===== config.mk =====
export PLATFORM = sky130hd
export DESIGN_NAME = grid_mem_arbiter
export DESIGN_NICKNAME = d
export VERILOG_FILES = /design/src/rtl/grid_mem_arbiter.sv
export SDC_FILE = /design/constraint.sdc
export NUM_CORES = 1
export LEC_CHECK = 0
export BUFFER_PORTS_ARGS = -buffer_cell sky130_fd_sc_hd__buf_4
export CORE_MARGIN = 2
export CORE_UTILIZATION = 45
export CTS_CLUSTER_SIZE = 30
export DETAILED_ROUTE_END_ITERATION = 7
export GPL_TIMING_DRIVEN = 0
export PLACE_DENSITY_LB_ADDON = 0.25
export SLEW_MARGIN = 40
export SYNTH_ARGS = -nofsm -noshare
export SYNTH_HDL_FRONTEND = slang
export SYNTH_SLANG_ARGS = --single-unit

===== constraint.sdc =====
create_clock -name i_clk -period 2.4 [get_ports i_clk]
set_input_delay 0.24 -clock i_clk [delete_from_list [all_inputs] [get_ports i_clk]]
set_output_delay 0.24 -clock i_clk [all_outputs]
set_load 0.02 [all_outputs]

===== src/rtl/grid_mem_arbiter.sv =====
// rtl/grid_mem_arbiter.sv - single-port grid RAM arbiter (VGA > host > solver, solver anti-starvation)
// Optional GRID_ARB_STATS_EN adds the o_stat_conflicts counter.
module grid_mem_arbiter #(
  parameter int ADDR_W       = 10,
  parameter int DATA_W       = 8,
  parameter int STARVE_LIMIT = 15
) (
  input  logic              i_clk,
  input  logic              i_rst,
  input  logic              i_vga_req,
  input  logic              i_host_req,
  input  logic              i_sol_req,
  input  logic              i_host_we,
  input  logic              i_sol_we,
  input  logic [ADDR_W-1:0] i_vga_addr,
  input  logic [ADDR_W-1:0] i_host_addr,
  input  logic [ADDR_W-1:0] i_sol_addr,
  input  logic [DATA_W-1:0] i_host_wdata,
  input  logic [DATA_W-1:0] i_sol_wdata,
  output logic              o_vga_gnt,
  output logic              o_host_gnt,
  output logic              o_sol_gnt,
  output logic              o_vga_rvalid,
  output logic              o_host_rvalid,
  output logic              o_sol_rvalid,
  output logic [DATA_W-1:0] o_rdata,
  output logic              o_mem_en,
  output logic              o_mem_we,
  output logic [ADDR_W-1:0] o_mem_addr,
  output logic [DATA_W-1:0] o_mem_wdata,
  input  logic [DATA_W-1:0] i_mem_rdata,
`ifdef GRID_ARB_STATS_EN
  output logic [15:0]       o_stat_conflicts,
`endif
  output logic [7:0]        o_starve_cnt
);

  typedef enum logic [1:0] {
    OWN_NONE = 2'd0,
    OWN_VGA  = 2'd1,
    OWN_HOST = 2'd2,
    OWN_SOL  = 2'd3
  } owner_t;

  logic [7:0]        r_starve_cnt;
  logic              r_mem_en;
  logic              r_mem_we;
  logic [ADDR_W-1:0] r_mem_addr;
  logic [DATA_W-1:0] r_mem_wdata;
  owner_t            r_tag1_owner;
  logic              r_tag1_rd;
  owner_t            r_tag2_owner;
  logic              r_tag2_rd;

  logic              w_promote;
  logic              w_vga_gnt;
  logic              w_host_gnt;
  logic              w_sol_gnt;
  owner_t            w_owner;
  logic              w_any;
  logic              w_we;
  logic [ADDR_W-1:0] w_addr;
  logic [DATA_W-1:0] w_wdata;

  assign w_promote = (r_starve_cnt >= 8'(STARVE_LIMIT));

  // VGA always wins; a starved solver jumps ahead of the host only.
  always_comb begin
    w_vga_gnt  = i_vga_req;
    w_sol_gnt  = i_sol_req & ~i_vga_req & (~i_host_req | w_promote);
    w_host_gnt = i_host_req & ~i_vga_req & ~w_sol_gnt;
  end

  always_comb begin
    w_owner = OWN_NONE;
    w_we    = 1'b0;
    w_addr  = r_mem_addr;
    w_wdata = r_mem_wdata;
    if (w_vga_gnt) begin
      w_owner = OWN_VGA;
      w_addr  = i_vga_addr;
    end else if (w_host_gnt) begin
      w_owner = OWN_HOST;
      w_we    = i_host_we;
      w_addr  = i_host_addr;
      w_wdata = i_host_wdata;
    end else if (w_sol_gnt) begin
      w_owner = OWN_SOL;
      w_we    = i_sol_we;
      w_addr  = i_sol_addr;
      w_wdata = i_sol_wdata;
    end
  end

  assign w_any = (w_owner != OWN_NONE);

  always_ff @(posedge i_clk or posedge i_rst) begin
    if (i_rst) begin
      r_mem_en     <= 1'b0;
      r_mem_we     <= 1'b0;
      r_mem_addr   <= '0;
      r_mem_wdata  <= '0;
      r_tag1_owner <= OWN_NONE;
      r_tag1_rd    <= 1'b0;
      r_tag2_owner <= OWN_NONE;
      r_tag2_rd    <= 1'b0;
      r_starve_cnt <= 8'd0;
    end else begin
      r_mem_en <= w_any;
      if (w_any) begin
        r_mem_we    <= w_we;
        r_mem_addr  <= w_addr;
        r_mem_wdata <= w_wdata;
      end
      // Tag stage 2 lines up with the cycle the RAM presents read data.
      r_tag1_owner <= w_owner;
      r_tag1_rd    <= w_any & ~w_we;
      r_tag2_owner <= r_tag1_owner;
      r_tag2_rd    <= r_tag1_rd;
      if (i_sol_req & ~w_sol_gnt) begin
        if (r_starve_cnt != 8'hFF) begin
          r_starve_cnt <= r_starve_cnt + 8'd1;
        end
      end else begin
        r_starve_cnt <= 8'd0;
      end
    end
  end

`ifdef GRID_ARB_STATS_EN
  logic [15:0] r_stat_conflicts;
  logic        w_conflict;

  assign w_conflict = (i_vga_req & i_host_req) | (i_vga_req & i_sol_req) | (i_host_req & i_sol_req);

  always_ff @(posedge i_clk or posedge i_rst) begin
    if (i_rst) begin
      r_stat_conflicts <= 16'd0;
    end else if (w_conflict && (r_stat_conflicts != 16'hFFFF)) begin
      r_stat_conflicts <= r_stat_conflicts + 16'd1;
    end
  end

  assign o_stat_conflicts = r_stat_conflicts;
`endif

  assign o_vga_gnt     = w_vga_gnt;
  assign o_host_gnt    = w_host_gnt;
  assign o_sol_gnt     = w_sol_gnt;
  assign o_vga_rvalid  = r_tag2_rd & (r_tag2_owner == OWN_VGA);
  assign o_host_rvalid = r_tag2_rd & (r_tag2_owner == OWN_HOST);
  assign o_sol_rvalid  = r_tag2_rd & (r_tag2_owner == OWN_SOL);
  assign o_rdata       = i_mem_rdata;
  assign o_mem_en      = r_mem_en;
  assign o_mem_we      = r_mem_we;
  assign o_mem_addr    = r_mem_addr;
  assign o_mem_wdata   = r_mem_wdata;
  assign o_starve_cnt  = r_starve_cnt;

endmodule


==> results of run 1 <==
[cell type report]
cell class	count	area (um2)
Timing Repair Buffer	94	706
Clock inverter	1	5.00
Sequential cell	34	851
Inverter	4	15.0
Buffer	18	106
Multi-Input combinational cell	136	820
Clock buffer	7	86.3
Tap cell	48	60.1
Fill cell	314	1070
[worst register-to-register path: cells and delay by family, from the launching register on]
family                   cells  cell delay, ns
AND/OR/NAND/NOR              1            0.26
AO/OA/AOI/OAI                3            0.57
buffers and inverters        1            0.22
flip-flops                   1            0.43
adder cells (fa/ha/maj)      1            0.27
[path summary, 6_finish.rpt]
kind | startpoint | end | slack [ns] | cells past startpoint
min in group i_clk | i_sol_wdata[3] | o_mem_wdata[3] | 0.17 | 3
worst max register to register | o_starve_cnt[0] | o_mem_addr[4] | 0.56 | 6
worst min-delay path | i_rst | o_starve_cnt[0] | 0.07 | 2
worst min register to register | r_tag1_rd | r_tag2_rd | 0.35 | 0
max in group asynchronous | i_rst | r_tag2_owner[0] | 1.90 | 2
worst max-delay path | o_starve_cnt[1] | o_sol_gnt | 0.31 | 5
[registers in the layout (all words and copies together) (netlist names), 2 cells and up]
name,count
o_mem_addr,10
o_mem_wdata,8
o_starve_cnt,8
r_tag2_owner,2
r_tag1_owner,2
[cells by family after synthesis]
logic type	Yosys count
and+or+nand+nor	59
xor gates and xnor gates	1
adders and majority gates	1
DFF	34
AOI/OAI and AO/OA	65
muxes	10
buffers and inverters	22
[layer usage]
| metal | track usage [%] | vias to the layer above | part of all wire, % |
|---|---|---|---|
| met5 | 0 | - | 0 |
| met4 | 7.40 | 0 | 1.4 |
| met3 | 6.08 | 10 | 9.7 |
| met2 | 36.1 | 87 | 47 |
| met1 | 28.0 | 819 | 42 |
| li1 | - | 875 | - |
[power groups by stage]
stage               logic [mW]  registers [mW]  clock network, mW
finish                   0.382           0.655              0.419
global route             0.417           0.662              0.460
CTS                      0.385           0.655              0.430
detailed placement       0.386           0.663                  0
global placement         0.379           0.663                  0
floorplan                0.141           0.716                  0
[layout by cell type (no fill, tap or decap), types with 4 or more instances in the layout]
cell type / instances
buf_4: 103
dfrtp_1: 34
nand2_1: 24
a21oi_1: 23
o21ai_0: 14
nor2b_1: 11
mux2i_1: 10
o22ai_1: 10
o21ai_1: 6
nor2_1: 6
clkbuf_1: 6
clkbuf_8: 6
a211oi_1: 5
buf_2: 4
[per-stage QoR]
step	instances	power, mW
5_1_grt	342	1.54
3_5_place_dp	334	1.05
2_1_floorplan	192	0.857
6_report	342	1.46
4_1_cts	342	1.47
3_3_place_gp	334	1.04
[what timing repair did]
item,in CTS,in global routing
buffers inserted,0,0
endpoints found under the setup margin,0,1
resized for setup,0,2
==> results by group, run 1 <==
Pwr
  • Part of the power in registers: 45.0%
  • Clk pwr share: 28.8%
  • Switching power: 0.413 mW
  • Gate power share: roughly a quarter
  • LEAKAGE: 1.28 nW
  • Pint: approximately 1.0 mW
  • Switch share: approximately 28%
  • Pwr/cell area: 550 nW/um2
  • Peak supply drop: 0.369 mV

Synthesis
  • Synth Register Bits: 34
  • Yosys cell types: 32
  • Avg Inst Size Synth: 9.26 um2
  • XOR/XNOR share of the synthesized area: 0.493%
  • Post-synth EDFFs: 0
  • Sequential area share after synthesis: a little under half
  • Synth Area in Simple Gates: 17.9%
  • Asr flop ratio synth: 100%
  • Top post-synthesis cells by count: 34 x dfrtp_1, 24 x nand2_1, 23 x a21oi_1
  • Yosys top cell by area: dfrtp_1
  • Synth Area in Compound Gates: 20.6%
  • Combinational family with the most area after synthesis: compound AO/OA/AOI/OAI gates
  • Mux share of post-synthesis cell area: 5.63%
  • Netlist Area Pre-Place: 1780 um2
  • Post-Syn Instances: 192
  • Most numerous cell in the Yosys netlist: dfrtp_1
  • Post-synth top area share: a little under half
  • Yosys warning count: 0
  • Adder-cell share of the synthesized area: 0.704%
  • Mapped Nets: 254
  • Synth area leaders: dfrtp_1 48%, a21oi_1 6.5%, mux2i_1 5.6%, nand2_1 5.1%, o21ai_0 3.9%
  • Ys flop type: dfrtp_1

Die
  • Initial core utilization: 47.8%
  • Standard-cell rows: 22
  • Die area: 4470 um2
  • Die span in x: 66.9 um
  • Boundary pin count: 103
  • Core area: 3720 um2
  • Die Y: 66.9 um

Route
  • Vias: roughly 1,800
  • Drt drc: 0
  • ANT nets after route: 0
  • DRT Wirelength: between 4 and 5 mm
  • DR vias/cell: 5.24
  • DRT Pass-1 Iters: 4
  • First DRT Iteration DRCs: 122
  • Routed len/inst: approximately 14 um

Hold path
  • Min-delay worst type: in2async

STA
  • Clock Skews: around 0.0028 ns
  • Slew margin rel.: 55.2%
  • Final Setup Violations: 0
  • Worst Tran Pin Value: 0.671 ns
  • Hold violation count in the final report: 0
  • RSZ-0062 raised after global routing: no
  • Hold WS: 0.0660 ns
  • Final min period: 2.09 ns
  • Post-route setup slack: 0.315 ns
  • Fmax: 0.480 GHz
  • Max Slew Vio Count: 0
  • TNS Setup: 0 ns
  • Final worst path period share: between 80 and 90%

Clock network
  • CTS clk-pin slew, worst paths: 0.06 ns
  • Later-pin clock latency in the skew report: 0.28 ns
  • Num CTS Buffers: 5
  • # H-tree levels: 2
  • TritonCTS Sinks: 34
  • Hold_buf cts: 0
  • Worst-case clock buffer depth: 2
  • Clock root buffer: clkbuf_8
  • CTS tree: done

Global routing
  • Initial antenna violation count: 0
  • Remaining global-route overflow: 0
  • First-pass GRT wire length: approximately 7.5 mm
  • Total GRT Usage: 22.0%
  • Largest net degree at the start of global routing: 35
  • Vias in the first global route: between 1,500 and 2,000

Placed design
  • Post-DP HPWL: approximately 3.6 mm
  • Port buffer count: 94
  • Placer congestion estimate: 0.839
  • DP Worst Slack: around 0.46 ns
  • DP Area: about 2500 um2

Critical path
  • Crit path buf inv count: 2
  • Kind of critical path: reg2out
  • CP cell instances: ha_1, a31oi_2, a21oi_4, buf_2, buf_4
  • Largest stage delay on the critical path: 0.42 ns
  • Crit path required time: between 2 and 2.5 ns
  • Crit path DAT: 1.85 ns
  • Setup crit end kind: primary output
  • Crit path max-delay family: compound AO/OA/AOI/OAI gates
  • Crit start category: flop
  • CP Max Fanout: 10
  • CP max stage cell: dfrtp_1

Final layout
  • Design Area, Final: about 2600 um2
  • Final core occ: 71.3%
  • Nets@finish: 355
  • ANT cells: 0
  • Layout cells sized above 1: 41.5%
  • Area growth from synthesis to layout: 49.0%

Status
  • Status: complete, no violations

Job
  • Max-cap viol count: 0
Power figures use the tool's default switching activity.
==> run 2: changes to the inputs <==
Settings changed: CORE_UTILIZATION 45 to 39.
Clock period 2.4 ns to 1.7 ns, I/O delays scaled along.
==> run 2 against run 1 <==
  * Largest cell class is now non-clock buffers
  * Critical path depth is 1 higher
  * Final cell count is 5.3% higher
  * The flow now finishes with violations (negative hold slack)
  * First-iteration DRC count is 29% lower
  * Die area is 14% higher
  * Setup slack worse by 0.30 ns
  * Power is 47% higher
  * Count of clock-buffer cells in the layout is 1 lower
  * Largest power group unchanged
  * Utilization is 6.1 points lower
  * Hold slack worse by 0.067 ns
  * Clock power is 51% higher
  * Flip-flop and latch count stayed put
==> results by group, run 2 (synthesized netlist as in run 1, its figures left out) <==
Status
  • Status: finished, violations left
  • Failing checks: negative hold slack

Route
  • DR vias/cell: 5.15 (-1.6%)
  • Routed len/inst: 14.6 um (+8.0%)
  • ANT nets after route: 0 (unchanged)
  • Vias: 1,855 (+3.6%)
  • Drt drc: 0 (unchanged)
  • First DRT Iteration DRCs: 87 (-29%)
  • DRT Wirelength: 5.25 mm (+14%)
  • DRT Pass-1 Iters: 4 (unchanged)

Clock network
  • CTS clk-pin slew, worst paths: 0.07 ns (about the same)
  • # H-tree levels: 2 (unchanged)
  • Num CTS Buffers: 5 (unchanged)
  • Later-pin clock latency in the skew report: 0.29 ns (about the same)
  • TritonCTS Sinks: 34 (unchanged)
  • CTS tree: done
  • Clock root buffer: clkbuf_8
  • Worst-case clock buffer depth: 2 (unchanged)

Die
  • Core area: 4380 um2 (+18%)
  • Standard-cell rows: 24 (+9.1%)
  • Initial core utilization: 40.6% (-7.3 points)
  • Boundary pin count: 103 (unchanged)
  • Die area: 5120 um2 (+14%)
  • Die span in x: 71.5 um (+7.0%)
  • Die Y: 71.5 um (+7.0%)

Pwr
  • LEAKAGE: 1.36 nW (+6.2%)
  • Pwr/cell area: 747 nW/um2 (+36%)
  • Peak supply drop: 0.495 mV (+34%)

STA
  • Clock Skews: 0.00690 ns (+0.00412 ns)
  • Final min period: 1.69 ns
  • Hold WS: -0.00107 ns (-0.0670 ns)
  • Max Slew Vio Count: 0 (unchanged)
  • Hold violation count in the final report: 1 (+1)
  • Final worst path period share: between 90% and 100%
  • Final Setup Violations: 0 (unchanged)
  • Slew margin rel.: 52.4% (-2.8 points)
  • Post-route setup slack: 0.0133 ns (-0.302 ns)
  • Worst Tran Pin Value: 0.713 ns (+0.0414 ns)
  • RSZ-0062 raised after global routing: yes
  • TNS Setup: 0 ns (unchanged)
  • Fmax: about 0.59 GHz

Hold path
  • Min-delay worst type: in2async

Final layout
  • Max reg flops: 10 (unchanged)
  • Commonest non-fill, non-tap cell in the layout: buf_4
  • Final core occ: 65.2% (-6.1 points)
  • Area growth from synthesis to layout: 60.8%
  • Commonest non-fill, non-tap cells in the layout: 113 x buf_4, 31 x dfrtp_1, 24 x nand2_1
  • ANT cells: 0 (unchanged)
  • Cell Count, Final, Fillers Out: 360 (+5.3%)
  • Design Area, Final: 2860 um2 (+7.9%)
  • Nets@finish: 369 (+3.9%)
  • Layout cells sized above 1: 47.7% (+6.2 points)

Placed design
  • Post-DP HPWL: 3.51 mm (-1.3%)
  • Inst Count DP: 338 (+1.2%)
  • DP Worst Slack: -0.158 ns (-0.618 ns)
  • Placer congestion estimate: 0.806 (-3.8%)
  • DP Area: 2550 um2 (+0.44%)
  • Port buffer count: 94 (unchanged)

Global routing
  • Largest net degree at the start of global routing: 35 (unchanged)
  • Remaining global-route overflow: 0 (unchanged)
  • Total GRT Usage: 20.6% (-1.4 points)
  • First-pass GRT wire length: 8.29 mm (+10%)
  • Vias in the first global route: 1,768 (+2.6%)
  • Initial antenna violation count: 0 (unchanged)

Critical path
  • CP Max Fanout: 5 (-5)
  • Kind of critical path: reg2reg
  • Crit path required time: 1.86 ns (-0.30 ns)
  • Launch point of the worst path: o_starve_cnt[5]
  • Setup crit end kind: flop
  • Crit path DAT: 1.85 ns (about the same)
  • Crit start category: flop
  • Worst r2r src: o_starve_cnt[5]

Job
  • Max-cap viol count: 0 (unchanged)
run 2: cell types whose count changed in the layout (fill, tap and decap cells not counted), sizes merged:
cell,change
buf,+14
clkinvlp,+1
clkbuf,-1
run 2: worst max-delay path: stages (launching register included):
cell     delay, ns
dfrtp_2       0.44
nor4b_4       0.26
buf_4         0.19
buf_6         0.10
and2_4        0.17
nor3b_2       0.06
or3_1         0.34
run 2: layout make-up:
cell class	count	area (um2)
well taps	52	65.1
clock buffers	6	82.6
repair buffers	109	831
flip-flops and latches	34	855
clock inverters	2	12.5
fillers	368	1530
multi-input cells	136	885
inverters	4	15.0
plain buffers	17	114
run 2: final timing paths:
kind | to | slack, ns | depth (start not counted)
max | r_tag1_rd | 0.01 | 6
min | o_starve_cnt[0] | -0.001 | 2
max reg2reg | r_tag1_rd | 0.01 | 6
min reg2reg | r_tag2_owner[0] | 0.35 | 0
max in group asynchronous | o_starve_cnt[6] | 1.20 | 2
min in group i_clk | o_mem_wdata[5] | 0.09 | 3
run 2: repair_timing:
action,in CTS,in global routing
pin swaps,5,5
buffers inserted,9,5
hold endpoints to repair,0,0
resized for setup,17,9
endpoints found under the setup margin,20,19
gates cloned,0,1
hold buffers,0,0
run 2: metrics by stage:
stage	hold WS, ns	power [mW]
global route	0.0648	2.25
global placement	0.333	1.47
floorplan	0.237	1.21
finish	-0.00107	2.13
detailed placement	0.335	1.48
CTS	0.0249	2.14
run 2: per-layer routing:
metal  track usage [%]  up-vias  routed length (um)
met3              5.34        7                 471
met5                 0        -                   0
met1              25.2      864                2050
li1                  -      908                   -
met4              7.76        0                  72
met2              35.1       76                2660
run 2: report_power, final:
part / internal, mW / total [mW] / switching [mW] / leakage [nW]
clock network: 0.325 / 0.632 / 0.306 / 0.0472
logic: 0.290 / 0.580 / 0.290 / 0.908
registers: 0.881 / 0.923 / 0.0422 / 0.404
total: 1.50 / 2.13 / 0.638 / 1.36
